<file path="config.mk">
export PLATFORM = sky130hd
export DESIGN_NAME = muldiv_unit
export DESIGN_NICKNAME = d
export VERILOG_FILES = /design/src/rtl/muldiv_unit.sv
export SDC_FILE = /design/constraint.sdc
export NUM_CORES = 1
export LEC_CHECK = 0
export ABC_AREA = 1
export CAP_MARGIN = 20
export CORE_MARGIN = 3
export CORE_UTILIZATION = 60
export CTS_CLUSTER_SIZE = 28
export DETAILED_ROUTE_END_ITERATION = 12
export GPL_TIMING_DRIVEN = 0
export HOLD_SLACK_MARGIN = 0.05
export PLACE_DENSITY = 0.83
export SLEW_MARGIN = 20
export SYNTH_ARGS = -nofsm -noshare
export SYNTH_HDL_FRONTEND = slang
export SYNTH_SLANG_ARGS = --single-unit
</file>
<file path="constraint.sdc">
create_clock -name clk -period 10.7 [get_ports clk]
set_clock_uncertainty 0.1 [all_clocks]
set_input_delay 3.21 -clock clk [delete_from_list [all_inputs] [get_ports clk]]
set_output_delay 3.21 -clock clk [all_outputs]
set_load 0.01 [all_outputs]
</file>
<file path="src/rtl/muldiv_unit.sv">
// Iterative multiply/divide unit with HI/LO result registers for the EX stage.
// Ports: clk, rst (async high); start/op/srcA/srcB launch an op; cancel aborts it;
//   hiWrite/loWrite/writeData implement mthi/mtlo; hiloRead flags mfhi/mflo;
//   hi/lo results; busy while in flight; done pulse on completion; stall to pipeline.
module muldiv_unit #(
    parameter int WIDTH    = 32,
    parameter bit FAST_MUL = 1'b0
) (
    input  logic             clk,
    input  logic             rst,
    input  logic             start,
    input  logic [1:0]       op,
    input  logic [WIDTH-1:0] srcA,
    input  logic [WIDTH-1:0] srcB,
    input  logic             cancel,
    input  logic             hiWrite,
    input  logic             loWrite,
    input  logic [WIDTH-1:0] writeData,
    input  logic             hiloRead,
    output logic [WIDTH-1:0] hi,
    output logic [WIDTH-1:0] lo,
    output logic             busy,
    output logic             done,
    output logic             stall
);
    localparam int CW = $clog2(WIDTH + 1);

    typedef enum logic {IDLE, RUN} state_t;
    state_t state, stateNext;

    logic [CW-1:0]    count;
    logic [WIDTH-1:0] acc, shf, opnd;
    logic             isDiv, negLo, negHi, divZero;

    logic accept, last, finish;
    assign accept = (state == IDLE) && start && !cancel;
    assign last   = (state == RUN) && (count == CW'(1));
    assign finish = last && !cancel;

    assign busy  = (state == RUN);
    assign stall = busy && (start || hiWrite || loWrite || hiloRead);

    always_ff @(posedge clk or posedge rst) begin
        if (rst) state <= IDLE;
        else     state <= stateNext;
    end

    always_comb begin
        stateNext = state;
        unique case (state)
            IDLE: if (start && !cancel) stateNext = RUN;
            RUN:  if (cancel || count == CW'(1)) stateNext = IDLE;
            default: stateNext = IDLE;
        endcase
    end

    // Operand magnitudes; op[0]=0 selects the signed variants.
    logic             sgnOp, sA, sB;
    logic [WIDTH-1:0] magA, magB;
    assign sgnOp = !op[0];
    assign sA    = sgnOp && srcA[WIDTH-1];
    assign sB    = sgnOp && srcB[WIDTH-1];
    assign magA  = sA ? -srcA : srcA;
    assign magB  = sB ? -srcB : srcB;

    // Shift-add step: {acc,shf} is the partial product, shf holds the
    // unconsumed multiplier bits.
    logic [WIDTH:0]   mulSum;
    logic [WIDTH-1:0] mulAcc, mulShf;
    assign mulSum = {1'b0, acc} + (shf[0] ? {1'b0, opnd} : '0);
    assign mulAcc = mulSum[WIDTH:1];
    assign mulShf = {mulSum[0], shf[WIDTH-1:1]};

    // Restoring divide step: acc is the partial remainder, shf shifts the
    // dividend out at the top and the quotient in at the bottom.
    logic [WIDTH:0]   trial;
    logic [WIDTH-1:0] divAcc, divShf;
    assign trial  = {acc, shf[WIDTH-1]} - {1'b0, opnd};
    assign divAcc = trial[WIDTH] ? {acc[WIDTH-2:0], shf[WIDTH-1]}
                                 : trial[WIDTH-1:0];
    assign divShf = {shf[WIDTH-2:0], ~trial[WIDTH]};

    logic [WIDTH-1:0] stepAcc, stepShf;
    assign stepAcc = isDiv ? divAcc : mulAcc;
    assign stepShf = isDiv ? divShf : mulShf;

    logic [2*WIDTH-1:0] fastProd, prodSel, prodRes;
    assign fastProd = (2*WIDTH)'(opnd) * (2*WIDTH)'(shf);
    assign prodSel  = FAST_MUL ? fastProd : {stepAcc, stepShf};
    assign prodRes  = negLo ? -prodSel : prodSel;

    // With a zero divisor every trial succeeds, so the remainder ends as
    // the dividend magnitude; only the quotient needs overriding.
    logic [WIDTH-1:0] quo, rem, resHi, resLo;
    assign quo   = negLo ? -stepShf : stepShf;
    assign rem   = negHi ? -stepAcc : stepAcc;
    assign resHi = isDiv ? rem : prodRes[2*WIDTH-1:WIDTH];
    assign resLo = isDiv ? (divZero ? '1 : quo) : prodRes[WIDTH-1:0];

    always_ff @(posedge clk or posedge rst) begin
        if (rst) begin
            count   <= '0;
            acc     <= '0;
            shf     <= '0;
            opnd    <= '0;
            isDiv   <= 1'b0;
            negLo   <= 1'b0;
            negHi   <= 1'b0;
            divZero <= 1'b0;
            hi      <= '0;
            lo      <= '0;
            done    <= 1'b0;
        end else begin
            done <= finish;
            if (accept) begin
                count   <= (FAST_MUL && !op[1]) ? CW'(1) : CW'(WIDTH);
                acc     <= '0;
                shf     <= op[1] ? magA : magB;
                opnd    <= op[1] ? magB : magA;
                isDiv   <= op[1];
                negLo   <= sA ^ sB;
                negHi   <= sA;
                divZero <= (srcB == '0);
            end else if (state == RUN) begin
                acc   <= stepAcc;
                shf   <= stepShf;
                count <= count - CW'(1);
            end
            if (finish) begin
                hi <= resHi;
                lo <= resLo;
            end else if (state == IDLE) begin
                if (hiWrite) hi <= writeData;
                if (loWrite) lo <= writeData;
            end
        end
    end
endmodule

</file>
Word level (Yosys, flattened, before mapping)
Index checks and enable logic that the tools add are counted.
{ "totals": {"wordCells": 74, "latch_bits": 0, "ramBits": 0, "in_bits": 105, "reg_bits": 172, "romBits": 0, "n_memories": 0} }
{ "op_classes": {"shift": 0, "n_div": 0, "bitwise": 3, "mux": 29, "magnitude_cmp": 0, "n_addsub": 8, "reduce_logical": 20, "eq_ne": 2, "n_mul": 0} }
{ "ops": {"columns": ["operator", "count"], "rows": [
  ["$mux 32", 23],
  ["$neg 32->32", 4],
  ["$mux 64", 1],
  ["$neg 64->64", 1],
  ["$add 32x32->33", 1],
  ["$sub 33x32->33", 1],
  ["$logic_not 32->1", 1],
  ["$mux 6", 2],
  ["$logic_and 1x1->1", 8],
  ["$eq 6x1->1 const B", 1],
  ["$reduce_bool 2->1", 3],
  ["$sub 6x1->6 const B", 1],
  ["$logic_or 1x1->1", 4],
  ["$reduce_and 2->1", 2],
  ["$logic_not 1->1", 2],
  ["$mux 1", 2],
  ["$ne 2x1->1 const B", 1],
  ["$not 1->1", 2],
  ["$pmux 1 s2", 1],
  ["$xor 1x1->1", 1]
]} }

Longest topological paths before layout
Gate-level depths: netlist of run 1.
{ "depth": {"depth_word": 8, "mapped_depth": 38, "depth_no_buf": 38} }

Least setup slack after synthesis of run 1
OpenSTA, ideal clock, no wires.
{ "synth_path": {"path_type": "input to output", "from": "input port start", "to": "output port stall", "n_path_buf": 0, "arrival_time_ns": 3.555, "t_required_ns": 7.390, "cell_stages": 2, "setup_slack_ns": 3.835, "cell_sequence": "nor4_1 > nor2_1"} }
{ "synth_via": {"elab_chain_cells": 4} }
{ "synth_rtl": {"columns": ["item", "line_no", "rtl"], "rows": [
  ["start, declared", "11", "input logic start,"],
  ["$logic_or 1x1->1 (3 in a row)", "41", "assign stall = busy && (start || hiWrite || loWrite || hiloRead);"],
  ["$logic_and 1x1->1", "41", null],
  ["end, declared", "24", "output logic stall"]
]} }
No other way between the ends.

Worst setup path in the final report of run 1
{ "layout_path": {"from": "input port hiWrite", "to": "output port stall"} }
{ "layout_via": {"elab_chain_cells": 4} }
{ "layout_rtl": {"columns": ["item", "line_no", "rtl"], "rows": [
  ["start, declared", "16", "input logic hiWrite,"],
  ["$logic_or 1x1->1 (3 in a row)", "41", null],
  ["$logic_and 1x1->1", "41", null]
]} }
No other way between the ends.

==> results.yml, run 1 <==
route:
  wl_per_cell_um: 21.0
  vias_per_cell: 6.20
  wirelength_um: 74300
  firstDrtPassIters: 8
  route.detailed.drc: 0
  drt-initial-drc-count: 3360
  final_antenna_net_count: 0
  dr_total_vias: 22000
synth:
  syn_inst: 2956
  syn-cell-area_um2: 17800
  synthArstFlopShare_pct: 100
  ys_seq_area_share_pct: 24.2
  yosysUniqueCellTypes: 61
  synthFlopType: "dfrtp_1"
  synth.top_cell.area_share_pct: 24.2
  synth-seq-cells: 172
  syn-num-nets: 3133
  avgSynthCellArea_um2: 6.02
  synth_warnings: 0
  synth_area_leaders: "dfrtp_1, nand2_1, inv_1"
  synth_most_common_cell: "nand2_1"
  synth_edf_count: 0
  yosys-top-cells-count: "nand2_1, inv_1, nor2_1"
  yosysTopAreaCell: "dfrtp_1"
setup_path:
  cp-end-kind: "primary output"
  slowest_stage: "clkdlybuf4s50_1"
  startpoint: "hiWrite"
  path_class: "in -> out"
  crit_top_cell: "clkdlybuf4s50_1"
  reg2reg_from: "shf[31]"
  worst-path-max-fanout: 4
  crit_chain: "clkdlybuf4s50_1, nor4_1, nor2_1, clkdlybuf4s50_1"
  path_buf_inv: 2
  required_ps: 7390
  critPathMaxStageDelay_ps: 560
  cp-start-kind: "input pin"
  path_delay_family: "buffers and inverters"
  cp.arrival_ps: 4660
grt:
  grt_max_degree: 108
  antenna_found_initial: 3
  grt_pass1_wl_um: 112000
  grt_pass1_vias: 20400
  grt_use_total_pct: 46.1
  overflow: 0
place:
  gp_congestion: 1.14
  placed_cells: 3512
  pre_cts_slack_ps: 2770
  io_buffers: 171
  dp_hpwl_um: 59300
layout:
  areaGrowthSynthToFinish_pct: 16.0
  finalNetCount: 3324
  stdcell_count: 3544
  n_antenna_cell: 0
  drive_gt1_share_pct: 5.28
  n_fill_cell: 2618
sta:
  grt_setup_unrepaired: "no"
  slew_headroom_pct: 38.9
  fmax_mhz: 125
  tns_ps: 0
  setup_ws_ps: 2730
  fin_crit_sh_pct: 74.5
  finalHoldViolations: 0
  tightest_slew_ps: 916
  fin_crit_ps: 7970
  setup_violations: 0
  final_max_slew_viol_count: 0
power_and_ir_drop:
  power_mw: 5.91
  ir_drop_v: 0.000180
  power.density_nw_per_um2: 286
  leakagePower_nw: 10.4
clocking:
  clk_path_buf_depth: 2
  clk_pin_slew_ps: 80
  insertion_delay_ps: 480
  cts_resized: 0
  cts_buffers: 17
  root_buffer: "clkbuf_16"
  cts_tree: "done"
  cts_num_sinks: 172
  cts_hold_buf: 0
  h-tree-depth: 4
  cts_setup_buffers: 0
run_status:
  status: "finished, final reports clean"
run:
  maxCapViolCount: 0
die:
  dieArea_um2: 31800
  core_um2: 28900
  io_pins: 172
  row_count: 62
  dieHeight_um: 178
  start_util_pct: 61.5
  fp.dieW_um: 178
hold_path:
  min-delay-start: "hi[0]"
  min_path_type: "reg -> reg"
[metrics by stage]
step                      util (%)  hold WS, ps  cell area [um2]
final                         71.3          402            20600
after global routing          71.3          418            20600
after CTS                     71.3          400            20600
after detailed placement      69.2          382            20000
after global placement        69.1          374            20000
after floorplan                  -          347            17800
[final timing paths]
check / end / slack, ps / cells past startpoint
setup / recovery: stall / 2730 / 4
setup reg to reg: hi[28] / 5500 / 37
hold reg to reg: hi[0] / 400 / 1
hold / removal: hi[0] / 400 / 1
max in group asynchronous: acc[25] / 6480 / 3
min in group asynchronous: lo[2] / 3080 / 2
[registers in the layout, summed over array words and instances, names as in the netlist]
name / flops
acc: 32
busy: 1
count: 6
divZero: 1
done: 1
hi: 32
isDiv: 1
lo: 32
negHi: 1
negLo: 1
opnd: 32
shf: 32
[metal layers]
metal,share of wire (%),GRT usage [%],vias up
met5,0.061,0,-
met4,8.3,30.4,6
met3,14,14.4,434
met2,42,68.4,1724
met1,36,57.5,9876
li1,-,-,9932
[cell families (layout without fill, tap and decap cells)]
| family | Yosys count | in the layout | share of synthesized area [%] |
|---|---|---|---|
| AOI/OAI and AO/OA | 516 | 516 | 17.1 |
| xor gates and xnor gates | 79 | 79 | 3.89 |
| adders and majority gates | 72 | 72 | 5.15 |
| buffers and inverters | 526 | 730 | 11.6 |
| DFF | 172 | 172 | 24.2 |
| and+or+nand+nor | 1591 | 1591 | 38.1 |
[power by group]
group          switching [mW]  total [mW]  internal (mW)
logic                    2.87        4.18           1.31
clock network           0.349       0.668          0.319
registers               0.222        1.07          0.846
[layout by cell type, fill, tap and decap left out, types with 6 or more instances in the layout]
cell type,n
a21oi_1,125
a21oi_2,12
a22oi_1,23
a31oi_1,22
buf_1,6
buf_2,12
clkbuf_1,70
clkbuf_16,17
clkdlybuf4s50_1,171
clkinv_1,7
clkinv_8,6
dfrtp_1,172
ha_1,70
inv_1,410
inv_2,10
nand2_1,928
nand2_2,34
nand3_1,200
nand3_2,9
nand3b_1,15
nand4_1,31
nor2_1,274
nor2_2,14
nor3_1,39
nor4_1,12
o211ai_1,33
o21a_1,6
o21ai_0,200
o21ai_1,13
o21bai_1,17
o221ai_1,15
o22ai_1,23
or2_2,14
xnor2_1,21
xor2_1,58
[area by class of cell]
type | instances | area [um2] | share of cell area [%]
buffer | 98 | 459 | 2.22
clock buffer | 17 | 425 | 2.06
clock inverter | 15 | 190 | 0.921
inverter | 428 | 1610 | 7.82
multi-input combinational | 2258 | 11400 | 55.4
sequential | 172 | 4300 | 20.8
tap | 384 | 480 | 2.33
timing repair buffer | 172 | 1740 | 8.42
No activity file was read; power rests on OpenSTA's default activity.
==> run 2, diff against run 1 <==
==> constraint.sdc (replaced) <==
create_clock -name clk -period 7.6 [get_ports clk]
set_clock_uncertainty 0.1 [all_clocks]
set_input_delay 2.28 -clock clk [delete_from_list [all_inputs] [get_ports clk]]
set_output_delay 2.28 -clock clk [all_outputs]
set_load 0.01 [all_outputs]
==> results.yml, run 2 (same netlist as run 1, synthesis figures left out) <==
run_status:
  status: "finished, final reports clean"
clocking:
  cts_tree: "done"
  insertion_delay_ps: 470
  clk_path_buf_depth: 2
  cts_hold_buf: 0
  cts_resized: 0
  h-tree-depth: 4
  cts_buffers: 17
  root_buffer: "clkbuf_16"
  cts_setup_buffers: 0
  clk_pin_slew_ps: 80
  cts_num_sinks: 172
die:
  core_um2: 28900
  row_count: 62
  dieHeight_um: 178
  io_pins: 172
  start_util_pct: 61.5
  dieArea_um2: 31800
  fp.dieW_um: 178
place:
  pre_cts_slack_ps: 1530
  placed_cells: 3512
  gp_congestion: 1.14
  io_buffers: 171
  dp_hpwl_um: 59300
route:
  route.detailed.drc: 0
  wirelength_um: 74100
  wl_per_cell_um: 20.9
  dr_total_vias: 22000
  final_antenna_net_count: 0
  firstDrtPassIters: 9
  vias_per_cell: 6.21
  drt-initial-drc-count: 3200
setup_path:
  path_class: "in -> out"
  worst-path-max-fanout: 4
  cp-end-kind: "primary output"
  cp-start-kind: "input pin"
  cp.arrival_ps: 3720
  required_ps: 5220
layout:
  fin_util_pct: 71.3
  stdcell_count: 3544
  n_antenna_cell: 0
  drive_gt1_share_pct: 5.28
  finalNetCount: 3324
  areaGrowthSynthToFinish_pct: 16.0
  n_fill_cell: 2618
  final_common_cell: "nand2_1"
  mostFrequentLayoutCells: "nand2_1, inv_1, nor2_1"
sta:
  setup_violations: 0
  final_max_slew_viol_count: 0
  tightest_slew_ps: 998
  fin_crit_ps: 6100
  fmax_mhz: 164
  slew_headroom_pct: 33.2
  fin_crit_sh_pct: 80.3
  setup_ws_ps: 1500
  finalHoldViolations: 0
  grt_setup_unrepaired: "no"
power_and_ir_drop:
  leakagePower_nw: 10.4
  power.density_nw_per_um2: 403
  ir_drop_v: 0.000250
run:
  maxCapViolCount: 0
grt:
  grt_use_total_pct: 46.0
  overflow: 0
  grt_pass1_wl_um: 112000
  grt_max_degree: 108
  antenna_found_initial: 3
  grt_pass1_vias: 20400
hold_path:
  min_path_type: "reg -> reg"
-- run 2: cell type report --
class                   count  area [um2]  share of cell area, %
multi-input cells        2258       11400                   55.4
repair buffers            172        1740                   8.42
clock inverters            15         190                  0.921
flip-flops and latches    172        4300                   20.8
inverters                 428        1610                   7.82
well taps                 384         480                   2.33
plain buffers              98         459                   2.22
clock buffers              17         425                   2.06
-- run 2: final timing paths --
check | startpoint | to | slack, ps | cells after the start
setup / recovery | hiWrite | stall | 1500 | 4
hold / removal | hi[0] | hi[0] | 400 | 1
setup reg to reg | shf[31] | hi[28] | 2420 | 37
hold reg to reg | hi[0] | hi[0] | 400 | 1
max in group asynchronous | rst | acc[25] | 4300 | 3
min in group asynchronous | rst | lo[9] | 2160 | 2
-- run 2: metal layers --
layer	track usage (%)	share of wire (%)	vias up
li1	-	-	9944
met2	68.2	42	1671
met3	14.3	14	445
met4	30.9	8.4	6
met1	57.2	36	9929
met5	0	0.061	-
-- run 2: worst max-delay path: stages --
cell	delay (ps)
clkdlybuf4s50_1	560
nor4_1	310
nor2_1	60
clkdlybuf4s50_1	510
-- run 2: stage by stage --
stage	total power, mW	instance area (um2)	TNS [ps]	hold WS, ps
floorplan	5.30	17800	0	347
CTS	8.02	20600	0	400
finish	8.31	20600	0	402
global placement	6.94	20000	-282270	374
global route	8.84	20600	0	418
detailed placement	7.07	20000	0	382
-- run 2: report_power, final --
| part | internal, mW | leakage (nW) | switching (mW) | total [mW] |
|---|---|---|---|---|
| Combinational | 1.84 | 8.03 | 4.04 | 5.88 |
| Clock | 0.449 | 0.294 | 0.486 | 0.934 |
| Sequential | 1.19 | 2.09 | 0.305 | 1.50 |
